<file path="config.mk">
export PLATFORM = sky130hd
export DESIGN_NAME = filter_align_ctrl_5x5
export DESIGN_NICKNAME = d
export VERILOG_FILES = /design/src/rtl/filter_align_ctrl_5x5.sv
export SDC_FILE = /design/constraint.sdc
export NUM_CORES = 1
export LEC_CHECK = 0
export ABC_AREA = 1
export BUFFER_PORTS_ARGS = -buffer_cell sky130_fd_sc_hd__buf_4
export CAP_MARGIN = 40
export CORE_UTILIZATION = 53
export CTS_CLUSTER_SIZE = 30
export DETAILED_ROUTE_END_ITERATION = 6
export GPL_ROUTABILITY_DRIVEN = 0
export PLACE_DENSITY = 0.92
export RECOVER_POWER = 50
export SLEW_MARGIN = 10
export SYNTH_ARGS = -nofsm -noshare
export SYNTH_HDL_FRONTEND = slang
export SYNTH_SLANG_ARGS = --single-unit
</file>
<file path="constraint.sdc">
create_clock -name clk -period 1.75 [get_ports clk]
set_clock_uncertainty 0.05 [all_clocks]
set_input_delay 0.0875 -clock clk [delete_from_list [all_inputs] [get_ports clk]]
set_output_delay 0.0875 -clock clk [all_outputs]
set_load 0.02 [all_outputs]
</file>
<file path="src/rtl/filter_align_ctrl_5x5.sv">
// Raster-position sequencer for the 5x5 line-buffer / window-align datapath.
// Optional runtime geometry: define FILTER_ALIGN_CTRL_CFG_EN to add i_h_act/i_v_act.
module filter_align_ctrl_5x5 #(
  parameter int H_ACT = 1920,
  parameter int V_ACT = 1080,
  parameter int CNT_W = 11
) (
  input  logic             clk,
  input  logic             rstn,
  input  logic             i_valid,
  input  logic             i_sof,
`ifdef FILTER_ALIGN_CTRL_CFG_EN
  input  logic [CNT_W-1:0] i_h_act,
  input  logic [CNT_W-1:0] i_v_act,
`endif
  output logic             o_en,
  output logic [1:0]       o_sel_ln,
  output logic [2:0]       o_case_sel_ln,
  output logic [1:0]       o_sel_px,
  output logic [2:0]       o_case_sel_px,
  output logic [CNT_W-1:0] o_addr_ln,
  output logic [CNT_W-1:0] o_addr_px,
  output logic             o_win_valid,
  output logic [CNT_W-1:0] o_win_x,
  output logic [CNT_W-1:0] o_win_y,
  output logic             o_eof,
  output logic             o_sof_err,
  output logic             o_busy
);

  typedef enum logic {IDLE = 1'b0, RUN = 1'b1} state_t;

  state_t           state_q, state_d;
  logic [CNT_W-1:0] x_q, x_d;
  logic [CNT_W-1:0] y_q, y_d;
  logic             sof_err_q, sof_err_d;
  logic [CNT_W-1:0] h_last, v_last;
  logic             acc;
  logic [CNT_W-1:0] cur_x, cur_y;
  logic             last_px;
  logic             win;

  // Gating with rstn keeps every output at 0 while reset is held.
  assign acc = rstn & i_valid & ((state_q == RUN) | i_sof);

`ifdef FILTER_ALIGN_CTRL_CFG_EN
  logic [CNT_W-1:0] h_last_q, v_last_q;

  // Stores (clamped size - 1) so the compare against x/y needs no extra logic.
  function automatic logic [CNT_W-1:0] clamp_last(input logic [CNT_W-1:0] sz);
    return (sz < CNT_W'(5)) ? CNT_W'(4) : sz - CNT_W'(1);
  endfunction

  always_ff @(posedge clk or negedge rstn) begin
    if (!rstn) begin
      h_last_q <= CNT_W'(H_ACT - 1);
      v_last_q <= CNT_W'(V_ACT - 1);
    end else if (acc && i_sof) begin
      h_last_q <= clamp_last(i_h_act);
      v_last_q <= clamp_last(i_v_act);
    end
  end

  assign h_last = h_last_q;
  assign v_last = v_last_q;
`else
  assign h_last = CNT_W'(H_ACT - 1);
  assign v_last = CNT_W'(V_ACT - 1);
`endif

  // An accepted SOF pixel is always (0,0), whatever the counters held.
  assign cur_x   = i_sof ? '0 : x_q;
  assign cur_y   = i_sof ? '0 : y_q;
  assign last_px = (x_q == h_last) && (y_q == v_last);

  always_ff @(posedge clk or negedge rstn) begin
    if (!rstn) begin
      state_q   <= IDLE;
      x_q       <= '0;
      y_q       <= '0;
      sof_err_q <= 1'b0;
    end else begin
      state_q   <= state_d;
      x_q       <= x_d;
      y_q       <= y_d;
      sof_err_q <= sof_err_d;
    end
  end

  always_comb begin
    state_d   = state_q;
    x_d       = x_q;
    y_d       = y_q;
    sof_err_d = 1'b0;
    if (acc) begin
      if (i_sof) begin
        state_d   = RUN;
        x_d       = CNT_W'(1);
        y_d       = '0;
        sof_err_d = (state_q == RUN) && ((x_q != '0) || (y_q != '0));
      end else if (x_q == h_last) begin
        x_d = '0;
        if (y_q == v_last) begin
          y_d     = '0;
          state_d = IDLE;
        end else begin
          y_d = y_q + CNT_W'(1);
        end
      end else begin
        x_d = x_q + CNT_W'(1);
      end
    end
  end

  assign win = acc && (cur_x >= CNT_W'(4)) && (cur_y >= CNT_W'(4));

  assign o_en          = acc;
  assign o_sel_ln      = acc ? cur_y[1:0] : 2'b00;
  assign o_case_sel_ln = {1'b0, o_sel_ln};
  assign o_sel_px      = acc ? cur_x[1:0] : 2'b00;
  assign o_case_sel_px = {1'b0, o_sel_px};
  assign o_addr_ln     = acc ? cur_x : '0;
  assign o_addr_px     = acc ? cur_x : '0;
  assign o_win_valid   = win;
  assign o_win_x       = win ? cur_x - CNT_W'(2) : '0;
  assign o_win_y       = win ? cur_y - CNT_W'(2) : '0;
  assign o_eof         = acc && !i_sof && last_px;
  assign o_sof_err     = sof_err_q;
  assign o_busy        = (state_q == RUN);

endmodule

</file>
==> run_results.csv, run 1 <==
group,metric,value,unit
status,status,"did not finish",
status,failed_stage,"global routing",
status,error_line,"[ERROR GRT-0232] Routing congestion too high. Check the congestion heatmap in the GUI.",
clock_tree,root_buffer,"clkbuf_8",
logic_synthesis,synthArstFlopShare,100,%
logic_synthesis,ys.flop_type,"dfrtp_1",
logic_synthesis,yosys.area.top_type,"dfrtp_1",
logic_synthesis,synth_most_common_cell,"nor2_1",
placed_design,dp_hpwl,4650,microns
logic_synthesis,syn_area,2330,sq um
logic_synthesis,ys_seq_area_share,25.7,%
placed_design,numPortBuffers,60,
logic_synthesis,synthDistinctLibCells,35,
grt,grt.overflow.total,2,
placed_design,place_ws,0.00875,ns
logic_synthesis,synth_edf_count,0,
logic_synthesis,postSynthCellCount,365,
timing,crit_endpoint,"o_win_y[3]",
logic_synthesis,syn_area_per_cell,6.40,sq um
logic_synthesis,synth-seq-cells,24,
placed_design,dpl_cell_area,2790,sq um
die,fp.dieH,68.4,microns
die,io_pins,63,
die,die_x,68.4,microns
die,core.rowCount,23,
logic_synthesis,synth_commonest_cells,"77 x nor2_1, 76 x nand2_1, 33 x inv_1",
grt,track_usage,75.6,%
logic_synthesis,synthTopCellsByArea,"dfrtp_1 26%, nor2_1 12%, nand2_1 12%, buf_4 6.4%, xor2_1 6.4%",
clock_tree,cts_inserted_buffers,3,
clock_tree,clockBufferDepth,2,
timing,worst_path_end_type,"top-level output",
clock_tree,h-tree-depth,1,
grt,grt_max_degree,25,
logic_synthesis,synth_warnings,0,
logic_synthesis,synth.top_cell.area_share,25.7,%
die,start_util,56.7,%
clock_tree,clkSinkCount,24,
==> stage by stage <==
step | cells | hold slack [ns]
2_1_floorplan | 366 | -0.258
3_3_place_gp | 465 | 0.0654
3_5_place_dp | 465 | 0.0748
4_1_cts | 500 | 0.243
==> routing by layer <==
layer | GRT overflow | track usage, %
met1 | 0 | 73.9
met2 | 0 | 90.7
met3 | 0 | 64.2
met4 | 2 | 76.0
met5 | 0 | 23.8
==> what timing repair did <==
action	4_1_cts
hold buffers	1
cloned	1
pin swaps	19
endpoints found under the setup margin	54
endpoints found under the hold margin	24
buffers inserted	29
resized for setup	59
==> cells by family after synthesis <==
kind of cell / after synthesis / share of synthesized area (%)
compound gates: 32 / 8.36
xor+xnor: 19 / 7.13
fa+ha+maj: 6 / 3.22
buf+inv: 70 / 15.8
flops: 24 / 25.7
other cells: 1 / 0.161
simple gates: 213 / 39.6
==> run 2: changes to the inputs <==
--- a/config.mk
+++ b/config.mk
@@ -8,11 +8,10 @@
 export ABC_AREA = 1
 export BUFFER_PORTS_ARGS = -buffer_cell sky130_fd_sc_hd__buf_4
 export CAP_MARGIN = 40
-export CORE_UTILIZATION = 53
-export CTS_CLUSTER_SIZE = 30
+export CORE_UTILIZATION = 40
 export DETAILED_ROUTE_END_ITERATION = 6
 export GPL_ROUTABILITY_DRIVEN = 0
-export PLACE_DENSITY = 0.92
+export PLACE_DENSITY_LB_ADDON = 0.15
 export RECOVER_POWER = 50
 export SLEW_MARGIN = 10
 export SYNTH_ARGS = -nofsm -noshare
==> run 2 against run 1 <==
Compared with the run above:
- the flow now finishes, with violations (negative setup slack)
- synthesized cell count stayed put
- synthesized area stayed put
==> run_results.csv, run 2 <==
group,metric,value,unit
logic_synthesis,ys_seq_area_share,25.7,%
die,core.rowCount,27,
timing,slew_viol_final,0,
clock_tree,clock_latency,0.27,ns
logic_synthesis,syn_area_per_cell,6.40,sq um
logic_synthesis,synth.top_cell.area_share,25.7,%
critical_path,r2r_end,"y_q[3]$_DFFE_PN0P_",
grt,grt_max_degree,25,
worst_hold_path,hold_depth,4,
critical_path,required,1.61,ns
routing,ant_nets,0,
final_layout,drive_gt1_share,50.7,%
pwr,pwr_density_cell,597,nW/um^2
clock_tree,clk_pin_slew,0.09,ns
critical_path,end_kind,"output pin",
clock_tree,cts_tree,"yes",
routing,wl_per_cell,14.9,microns
pwr,p_sw,0.871,mW
pwr,p_clk_share,22.2,%
routing,num_vias,2799,
clock_tree,cts_inserted_buffers,3,
critical_path,path_common_cell,"buf_4",
die,dieArea,6150,sq um
critical_path,reg2regPathDepth,9,
timing,rsz0062_at_grt,"yes",
pwr,power,2.28,mW
die,io_pins,63,
pwr,combPwrFrac,48.3,%
status,status,"finished with violations",
logic_synthesis,synth-seq-cells,24,
grt,grt_pass1_wl,11900,microns
routing,drtIter0Drc,133,
clock_tree,h-tree-depth,1,
die,start_util,41.9,%
pwr,p_leak,1.95,nW
critical_path,path_cells,"nand2_2 > buf_4 > inv_2 > nor2_4 > nand3_1 > xor2_1 > nor2_1 > buf_4",
timing,fin_hold_ws,0.279,ns
logic_synthesis,ys.flop_type,"dfrtp_1",
timing,maxSlewHeadroom,57.6,%
final_layout,finalNetCount,486,
worst_hold_path,min-delay-start,"i_sof",
timing,worst_slack,-0.114,ns
placed_design,numPortBuffers,60,
routing,route.detailed.drc,0,
critical_path,cp_slowest_cell,"dfrtp_2",
grt,grt.overflow.total,0,
critical_path,critPathKind,"flip-flop to output pin",
timing,worst_pin_slew,0.636,ns
die,die_x,78.4,microns
clock_tree,root_buffer,"clkbuf_8",
routing,vias_per_cell,5.12,
logic_synthesis,synth_edf_count,0,
routing,dr.pass1.iters,4,
final_layout,n_antenna_cell,0,
logic_synthesis,synthDistinctLibCells,35,
critical_path,arrival,1.73,ns
final_layout,top_regs,"x_q: 11 flops, y_q: 11 flops",
critical_path,r2r-start,"x_q[1]$_DFFE_PN0P_",
timing,period_share,107,%
pwr,peakVddDrop,0.000385,V
logic_synthesis,yosys.area.top_type,"dfrtp_1",
final_layout,final_cell_mix,"106 x buf_4, 61 x nand2_1, 45 x nor2_1, 25 x nand3_1, 23 x inv_1",
critical_path,crit_buf_inv,3,
critical_path,crit_family,"simple AND/OR/NAND/NOR gates",
job,max-cap-violations,0,
logic_synthesis,synth_warnings,0,
timing,setup_viol,24,
clock_tree,clockBufferDepth,2,
pwr,switching_share,38.2,%
critical_path,max_stage_delay,0.45,ns
timing,fin_crit,1.86,ns
placed_design,dp_hpwl,5040,microns
timing,hold_viol,0,
final_layout,final_common_cell,"buf_4",
status,violations,"negative setup slack",
pwr,seqPwrFrac,29.5,%
worst_hold_path,whs_endpoint,"o_busy$_DFFE_PN0P_",
logic_synthesis,synthArstFlopShare,100,%
logic_synthesis,syn_area,2330,sq um
die,core_area,5570,sq um
logic_synthesis,synth_most_common_cell,"nor2_1",
logic_synthesis,synthTopCellsByArea,"dfrtp_1 26%, nor2_1 12%, nand2_1 12%, buf_4 6.4%, xor2_1 6.4%",
critical_path,crit_cells,8,
final_layout,syn2layout_area_growth,63.8,%
grt,first_global_vias,2519,
critical_path,reg2reg_slack,0.02,ns
die,fp.dieH,78.4,microns
worst_hold_path,hp-class,"primary input to flip-flop",
clock_tree,clkSinkCount,24,
grt,track_usage,24.3,%
timing,setup_tns,-1.40,ns
logic_synthesis,synth_commonest_cells,"77 x nor2_1, 76 x nand2_1, 33 x inv_1",
logic_synthesis,postSynthCellCount,365,
timing,max_freq,0.536,GHz
critical_path,cp-start-kind,"flip-flop",
critical_path,path_max_fanout,3,
pwr,intPower,1.41,mW
grt,grt_antenna_before_repair,0,
routing,wirelength,8130,microns
run 2: stage by stage:
step | worst slack, ns | util, % | area [sq um] | cells
4_1_cts | -0.0846 | 62.0 | 3460 | 538
3_3_place_gp | 0.0851 | 52.3 | 2920 | 497
3_5_place_dp | 0.0507 | 52.3 | 2920 | 497
6_report | -0.114 | 68.6 | 3820 | 547
2_1_floorplan | 0.0313 | - | 2340 | 366
5_1_grt | -0.200 | 68.6 | 3820 | 547
run 2: kinds of logic (layout without fill, tap and decap cells):
group / after synthesis / after routing / share of synthesized area, %
compound gates: 32 / 32 / 8.36
xor+xnor: 19 / 19 / 7.13
fa+ha+maj: 6 / 6 / 3.22
buf+inv: 70 / 179 / 15.8
flops: 24 / 24 / 25.7
other cells: 1 / 2 / 0.161
simple gates: 213 / 213 / 39.6
run 2: cell type report:
cell class / instances / area (sq um)
sequential: 24 / 608
clock buffer: 3 / 41.3
tap: 72 / 90.1
timing repair buffer: 138 / 1180
inverter: 37 / 144
multi-input combinational: 272 / 1730
clock inverter: 1 / 30.0
fill: 460 / 1750
run 2: worst max-delay path by stage:
stage | startpoint | endpoint | slack, ns
after floorplan | o_busy$_DFFE_PN0P_ | o_addr_px[2] | 0.03
after global placement | y_q[1]$_DFFE_PN0P_ | o_win_y[7] | 0.09
after detailed placement | y_q[1]$_DFFE_PN0P_ | o_win_y[7] | 0.05
after CTS | y_q[1]$_DFFE_PN0P_ | o_win_y[9] | -0.08
after global routing | x_q[1]$_DFFE_PN0P_ | o_win_x[10] | -0.20
final | x_q[1]$_DFFE_PN0P_ | o_win_x[10] | -0.11
run 2: what timing repair did:
action                                 4_1_cts  5_1_grt
hold buffers                                 1        0
endpoints found under the hold margin       24        0
pin swaps                                   12       19
gates resized for setup                     57       88
setup buffers                               35        8
setup endpoints to repair                   54       58
cloned                                       1        2
run 2: power groups by stage:
stage	sequential, mW	clock [mW]	combinational, mW
finish	0.674	0.507	1.10
global route	0.680	0.530	1.19
CTS	0.659	0.514	0.921
detailed placement	0.685	0	0.659
global placement	0.684	0	0.654
floorplan	0.679	0	0.474
run 2: worst reg2reg max path: stages (launching register included):
cell and delay (ns):
dfrtp_2 0.42, buf_6 0.12, ha_4 0.13, nand2_4 0.05
nor2_4 0.14, nand3_4 0.11, a21oi_2 0.26, buf_6 0.20
nand3_1 0.08, o21ai_0 0.08
run 2: routing by layer:
layer	track usage, %	share of wire [%]
met1	33.7	43
met2	40.4	49
met3	2.33	6.2
met4	6.11	2.4
met5	0	0
Note: power is estimated with default switching activity, not from simulation.
